[config.mk]
export PLATFORM = sky130hd
export DESIGN_NAME = event_stretch
export DESIGN_NICKNAME = d
export VERILOG_FILES = /design/src/rtl/event_stretch_pkg.sv /design/src/rtl/event_stretch_ch.sv /design/src/rtl/event_stretch.sv
export SDC_FILE = /design/constraint.sdc
export NUM_CORES = 1
export LEC_CHECK = 0
export ABC_CLOCK_PERIOD_IN_PS = 4000
export BUFFER_PORTS_ARGS = -buffer_cell sky130_fd_sc_hd__buf_2
export CORE_UTILIZATION = 55
export CTS_BUF_LIST = sky130_fd_sc_hd__clkbuf_2
export DETAILED_ROUTE_END_ITERATION = 10
export GPL_TIMING_DRIVEN = 0
export PLACE_DENSITY = 0.75
export SYNTH_ARGS = -nofsm -noshare
export SYNTH_HDL_FRONTEND = slang
export SYNTH_HIERARCHICAL = 1
export SYNTH_SLANG_ARGS = --single-unit
[constraint.sdc]
create_clock -name clk -period 4 [get_ports clk]
set_input_delay 0 -clock clk [delete_from_list [all_inputs] [get_ports clk]]
set_output_delay 0 -clock clk [all_outputs]
set_load 0.005 [all_outputs]
[src/rtl/event_stretch_pkg.sv]
// Shared constants and helpers for the event stretcher.
// The timer-width derivation and the count_out slice convention live here,
// so the VIO probe wiring and the bench agree with the RTL on them.
package event_stretch_pkg;

  // Ceiling log2 that can be evaluated at elaboration time.
  // The loop has a fixed bound, so synthesis can unroll it.
  function automatic int clog2(input longint unsigned value);
    int result;
    result = 0;
    for (int i = 0; i < 63; i++) begin
      if ((64'd1 << i) < value) begin
        result = i + 1;
      end
    end
    return result;
  endfunction

  // The timer must be able to hold HOLD_CYCLES itself, so it needs
  // clog2(HOLD_CYCLES+1) bits. For HOLD_CYCLES=1 this is a single bit.
  function automatic int timer_width(input int hold_cycles);
    return clog2(longint'(hold_cycles) + 1);
  endfunction

  // Channel ch occupies count_out[count_lsb(ch, cnt_w) +: cnt_w].
  function automatic int count_lsb(input int ch, input int cnt_w);
    return ch * cnt_w;
  endfunction

endpackage

[src/rtl/event_stretch_ch.sv]
// One event channel: stretch timer, stretched level, sticky flag,
// toggle and saturating counter. Every output is registered.
module event_stretch_ch
  import event_stretch_pkg::*;
#(
  parameter int HOLD_CYCLES = 1000000,
  parameter int CNT_W       = 16,
  parameter int TW          = timer_width(HOLD_CYCLES)
) (
  input  logic             clk,
  input  logic             rstn,
  input  logic             pulse_i,
  input  logic             clear_i,
  output logic             level_o,
  output logic             sticky_o,
  output logic             toggle_o,
  output logic [CNT_W-1:0] count_o
);

  logic [TW-1:0]    timer_q,  timer_d;
  logic             level_q,  level_d;
  logic             sticky_q, sticky_d;
  logic             toggle_q, toggle_d;
  logic [CNT_W-1:0] count_q,  count_d;

  // Next state: a pulse outranks clear, so an event landing in the
  // same cycle as clear is kept (count 1, sticky 1) rather than lost.
  always_comb begin
    timer_d  = timer_q;
    sticky_d = sticky_q;
    toggle_d = toggle_q;
    count_d  = count_q;

    if (pulse_i) begin
      timer_d = TW'(HOLD_CYCLES);
    end else if (timer_q != '0) begin
      timer_d = timer_q - TW'(1);
    end

    level_d = (timer_d != '0);

    if (pulse_i) begin
      toggle_d = ~toggle_q;
      sticky_d = 1'b1;
      if (clear_i) begin
        count_d = CNT_W'(1);
      end else if (count_q != '1) begin
        count_d = count_q + CNT_W'(1);
      end
    end else if (clear_i) begin
      sticky_d = 1'b0;
      count_d  = '0;
    end
  end

  // State registers; reset wipes the timer too, so no residual hold survives.
  always_ff @(posedge clk) begin
    if (!rstn) begin
      timer_q  <= '0;
      level_q  <= 1'b0;
      sticky_q <= 1'b0;
      toggle_q <= 1'b0;
      count_q  <= '0;
    end else begin
      timer_q  <= timer_d;
      level_q  <= level_d;
      sticky_q <= sticky_d;
      toggle_q <= toggle_d;
      count_q  <= count_d;
    end
  end

  assign level_o  = level_q;
  assign sticky_o = sticky_q;
  assign toggle_o = toggle_q;
  assign count_o  = count_q;

endmodule

[src/rtl/event_stretch.sv]
// Turns 1-clk datapath event pulses into LED/VIO observable state:
// stretched levels, sticky flags, toggles and saturating counters.
// This level only fans out clk/rstn/clear and packs count_out.
module event_stretch
  import event_stretch_pkg::*;
#(
  parameter int N_CH        = 4,
  parameter int HOLD_CYCLES = 1000000,
  parameter int CNT_W       = 16
) (
  input  logic                  clk,
  input  logic                  rstn,
  input  logic [N_CH-1:0]       pulse_in,
  input  logic                  clear,
  output logic [N_CH-1:0]       level_out,
  output logic [N_CH-1:0]       sticky_out,
  output logic [N_CH-1:0]       toggle_out,
  output logic [N_CH*CNT_W-1:0] count_out
);

  localparam int TW = timer_width(HOLD_CYCLES);

  // Reject parameter values the channel logic cannot represent.
  if (HOLD_CYCLES < 1) begin : g_bad_hold
    $error("event_stretch: HOLD_CYCLES must be >= 1");
  end
  if (N_CH < 1 || N_CH > 16) begin : g_bad_nch
    $error("event_stretch: N_CH must be in 1..16");
  end
  if (CNT_W < 2) begin : g_bad_cntw
    $error("event_stretch: CNT_W must be >= 2");
  end

  for (genvar g = 0; g < N_CH; g++) begin : g_ch
    event_stretch_ch #(
      .HOLD_CYCLES (HOLD_CYCLES),
      .CNT_W       (CNT_W),
      .TW          (TW)
    ) u_ch (
      .clk      (clk),
      .rstn     (rstn),
      .pulse_i  (pulse_in[g]),
      .clear_i  (clear),
      .level_o  (level_out[g]),
      .sticky_o (sticky_out[g]),
      .toggle_o (toggle_out[g]),
      .count_o  (count_out[count_lsb(g, CNT_W) +: CNT_W])
    );
  end

endmodule

# Word level (Yosys, flattened, before mapping)
# Index checks and enable logic that the tools add are counted.
[totals]
register_bits = 156
in_bits = 7
[classes]
add_sub_neg = 8
eq_ne = 4
muxes = 26
bitwise = 4
n_reduce_logical = 20
[ops]
columns = ["op", "count"]
rows = [
  ["16-bit two-way mux", 13],
  ["20-bit two-way mux", 8],
  ["20-bit nonzero test", 8],
  ["20-bit by 1-bit subtractor with 20-bit output (second input constant)", 4],
  ["16-bit by 1-bit adder with 16-bit output (second input constant)", 4],
  ["16-bit inequality test (second input constant)", 4],
  ["2-bit nonzero test", 8],
  ["2-bit AND reduction", 4],
  ["1-bit two-way mux", 5],
  ["1-bit NOT", 4],
]

# Logic depth before layout (Yosys ltp)
[logic_depth]
word_depth = 4
mapped_depth = 9

# Hierarchy
# Netlist, hierarchy kept.
[modules_own_cells]
columns = ["module", "n_inst", "cells_each", "area_each_um2"]
rows = [
  ["event_stretch_ch at g_ch[0].u_ch ...", 3, 261, 2142.1],
  ["event_stretch_ch at g_ch[3].u_ch", 1, 247, 2016.9],
]

# Least setup slack after synthesis
# OpenSTA, ideal clock, no wires.
[synth_timing]
path_type = "register -> register"
start = "reg g_ch[3].u_ch.timer_q[9]"
end = "reg g_ch[3].u_ch.level_q"
t_arrival_ps = 2411
t_required_ps = 3875
setup_slack_ps = 1464
path_stages_with_launch = 9
path_cell_list = "dfxtp_1 > buf_2 > nor4_1 > nand2_1 > or3_1 > buf_6 > mux2i_1 > or4_1 > o41a_1"
[synth_via]
elab_chain_cells = 4
elab_cells_between_ends = 5
cone_classes = "add/sub (1); mux (2); reduce/logical (2)"
[synth_rtl]
columns = ["element", "line_no", "rtl"]
rows = [
  ["from (decl)", "event_stretch_ch.sv:20", "logic [TW-1:0] timer_q, timer_d;"],
  ["from (signal assigned)", "event_stretch_ch.sv:65", "timer_q <= timer_d;"],
  ["20-bit by 1-bit subtractor with 20-bit output or 20-bit nonzero test (tied branches)", "event_stretch_ch.sv:37, event_stretch_ch.sv:36", ""],
  ["20-bit two-way mux (*)", "event_stretch_ch.sv:36", "end else if (timer_q != '0) begin"],
  ["20-bit two-way mux (*)", "event_stretch_ch.sv:34", "if (pulse_i) begin"],
  ["20-bit nonzero test (*)", "event_stretch_ch.sv:40", "level_d = (timer_d != '0);"],
  ["to (signal assigned)", "event_stretch_ch.sv:66", "level_q <= level_d;"],
  ["to (decl)", "event_stretch_ch.sv:21", "logic level_q, level_d;"],
]
# Mark *: on every way between the ends. The rest lies on a longest branch, timed or not.
# A chain may end at the register's enable or synchronous reset.

# Worst setup path in the final report
# Ends and elaborated chain as after synthesis.

==> impl_metrics.py <==
metrics = {
    "pwr": {
        "power_mw": 3.35,
        "p_leak_nw": 3.58,
        "peakVddDrop_v": 0.000232,
        "p_per_area_mw_per_mm2": 356,
    },
    "worst_hold_path": {
        "hp-start": "pulse_in[3]",
        "worstHoldPathType": "input pin to register",
    },
    "setup_path": {
        "crit_fanout": 8,
        "critical_path_required_ps": 4650,
        "crit_type": "register to register",
        "cp_num_buf_inv": 2,
        "critical-path-top-delay-family": "simple AND/OR/NAND/NOR gates",
        "slowest_stage": "or4_1",
        "critical_path.startpoint": "g_ch[3].u_ch/timer_q[9]",
        "cp-end-kind": "register",
        "reg2reg_from": "g_ch[3].u_ch/timer_q[9]",
        "cp.arrival_ps": 3480,
        "path_cells": "buf_2, nor4_1, nand2_1, or3_1, buf_6, mux2i_1, or4_1, o41a_1",
        "slowest_delay_ps": 570,
        "start_kind": "register",
    },
    "sta": {
        "worst_pin_slew_ps": 909,
        "final-setup-viol-count": 0,
        "setup_slack_ps": 1170,
        "skew_ps": 29.2,
        "max_freq_mhz": 353,
        "fin_crit_ps": 2830,
        "hold_slack_ps": 244,
        "fin_crit_sh_pct": 70.8,
        "rsz0062_at_grt": "false",
        "slew_violations": 0,
        "hold_viol": 0,
        "tns_ps": 0,
        "slew_headroom_pct": 38.9,
    },
    "run_status": {
        "outcome": "completed",
    },
    "placed_design": {
        "pre_cts_ws_ps": 1210,
        "detailed_place_hpwl_microns": 14800,
        "numPortBuffers": 81,
        "gp_congestion": 0.963,
    },
    "clock_network": {
        "insertion_delay_ps": 740,
        "cts-root-buf": "clkbuf_2",
        "cts_max_level": 4,
        "clockBufferDepth": 2,
        "cts.sinks": 156,
        "cts_made_buffers": 17,
        "cts_tree": "yes",
        "path_clk_slew_ps": 220,
    },
    "synth": {
        "synth.avg_cell_area_sq_um": 8.20,
        "synth-edff-count": 0,
        "synth_seq_cells": 156,
        "syn-num-nets": 1049,
        "synth_cells": 1030,
        "ys.flop_type": "dfxtp_1",
        "netlist_area_sq_mm": 0.00844,
        "async_reset_ff_share_pct": 0,
        "ys.warnings.count": 6,
        "synth_cell_types": 64,
        "ys_seq_area_share_pct": 37.0,
    },
    "global_routing": {
        "grt_max_degree": 22,
        "grt_pass1_vias": 7260,
        "grt_usage_pct": 26.6,
        "grt-ovfl-total": 0,
        "grt_pass1_wl_microns": 34800,
        "antenna_found_initial": 1,
    },
    "route": {
        "drtAntennaViolNets": 0,
        "drtPass1Iterations": 5,
        "wirelength_microns": 20700,
        "via_count": 8061,
        "drc": 0,
        "wl_per_cell_microns": 15.5,
        "drt_iter0_drc": 674,
        "vias_per_cell": 6.03,
    },
    "final_layout": {
        "n_fill_cell": 1352,
        "nNetsFinal": 1157,
        "fin_util_pct": 63.6,
        "synthToLayoutAreaGrowth_pct": 11.2,
        "drive_above_1_share_pct": 14.1,
    },
    "die": {
        "start_util_pct": 57.2,
        "die_area_sq_mm": 0.0159,
        "num_io_pins": 83,
        "std_cell_rows": 44,
        "die_x_microns": 126,
        "core_sq_mm": 0.0148,
        "die_h_microns": 126,
    },
    "run": {
        "drv_cap": 0,
    },
}
## power by group
group | leakage, nW | internal [mW] | total [mW] | switching [mW]
registers | 1.28 | 1.64 | 1.74 | 0.0993
logic | 2.17 | 0.312 | 0.770 | 0.457
clock network | 0.126 | 0.234 | 0.838 | 0.605
total | 3.58 | 2.18 | 3.35 | 1.16
## synth_stat cells, drive strengths merged, types with 11 or more instances
cell type	number	area [sq um]
nand2	71	267
or3	12	75.1
nor2b	14	87.6
dfxtp	156	3120
xnor2	41	382
and3	20	140
buf	11	61.3
xor2	34	298
nor3	53	280
nand2b	15	93.8
or4	21	161
nor3b	11	82.6
nor4	32	309
inv	26	97.6
o21ai	44	220
a21oi	71	359
nand3	50	265
a31oi	14	87.6
nor2	152	573
ha	12	150
clkbuf	31	116
## logic make-up after synthesis
group | Yosys count | share of synthesized area (%)
AND/OR/NAND/NOR | 509 | 33.1
AO/OA/AOI/OAI | 202 | 15.9
flip-flops | 156 | 37.0
XOR/XNOR | 75 | 8.05
buffers and inverters | 69 | 3.30
adder cells (fa/ha/maj) | 12 | 1.78
multiplexers | 7 | 0.889
## placed cells by master, fill, tap and decap left out, types with 9 or more instances in the layout
| cell type | netlist | routed |
|---|---|---|
| nor2_1 | 151 | 151 |
| nand2_1 | 71 | 71 |
| or4_1 | 20 | 20 |
| a31oi_1 | 14 | 14 |
| nor3b_1 | 11 | 11 |
| nor4_1 | 23 | 23 |
| xor2_1 | 34 | 34 |
| or3_1 | 12 | 12 |
| and2_1 | 9 | 9 |
| o21ai_0 | 37 | 37 |
| a21oi_1 | 70 | 70 |
| nand3_1 | 47 | 47 |
| clkbuf_2 | 0 | 17 |
| and4_1 | 9 | 9 |
| buf_2 | 10 | 91 |
| inv_1 | 26 | 26 |
| nand4b_1 | 10 | 10 |
| nor2b_1 | 14 | 14 |
| nand3b_1 | 10 | 10 |
| nor3_1 | 50 | 50 |
| xnor2_1 | 38 | 38 |
| ha_1 | 12 | 12 |
| and3_1 | 17 | 17 |
| dfxtp_1 | 156 | 156 |
| nand2b_1 | 15 | 15 |
| nand4_1 | 9 | 9 |
| clkbuf_1 | 31 | 31 |
## routing by layer
metal / routed length (microns) / global-route usage (%) / up-vias
li1: - / - / 3958
met1: 9600 / 35.1 / 3794
met2: 9570 / 43.4 / 272
met3: 1180 / 5.99 / 37
met4: 356 / 8.22 / 0
met5: 0 / 0 / -
## cell type report
cell class	count	area [sq um]	share of cell area [%]
Buffer	42	178	1.89
Sequential cell	156	3120	33.3
Inverter	27	101	1.08
Multi-Input combinational cell	805	5040	53.7
Tap cell	184	230	2.45
Timing Repair Buffer	89	485	5.17
Antenna cell	1	2.50	0.0267
Clock inverter	15	139	1.48
Clock buffer	17	85.1	0.907
## metrics by stage
step | cells | instance area (sq um)
after detailed placement | 1295 | 9080
after global routing | 1336 | 9390
after floorplan | 1030 | 8440
final | 1336 | 9390
after CTS | 1335 | 9380
after global placement | 1295 | 9080
## worst paths after layout
| kind | depth (start not counted) | slack [ps] | end |
|---|---|---|---|
| min | 4 | 240 | g_ch[3].u_ch/count_o[8] |
| max | 8 | 1170 | g_ch[3].u_ch/level_o |
| max reg2reg | 8 | 1170 | g_ch[3].u_ch/level_o |
| min reg2reg | 2 | 490 | g_ch[3].u_ch/sticky_o |
## flip-flops by register name, summed over array words and instances (netlist names)
signal / cells
g_ch.u_ch/timer_q: 80
g_ch.u_ch/sticky_o: 4
g_ch.u_ch/toggle_o: 4
g_ch.u_ch/level_o: 4
g_ch.u_ch/count_o: 64
## worst reg2reg max path: stages, from the launching register on
cell and delay (ps):
dfxtp_1 350, buf_2 160, nor4_1 430, nand2_1 170
or3_1 410, buf_6 150, mux2i_1 120, or4_1 570
o41a_1 410
## timing repair
action	in CTS	in global routing
gates resized for setup	0	0
hold buffers	8	0
buffers inserted	0	0
hold endpoints to repair	74	0
No activity file was read; power rests on OpenSTA's default activity.
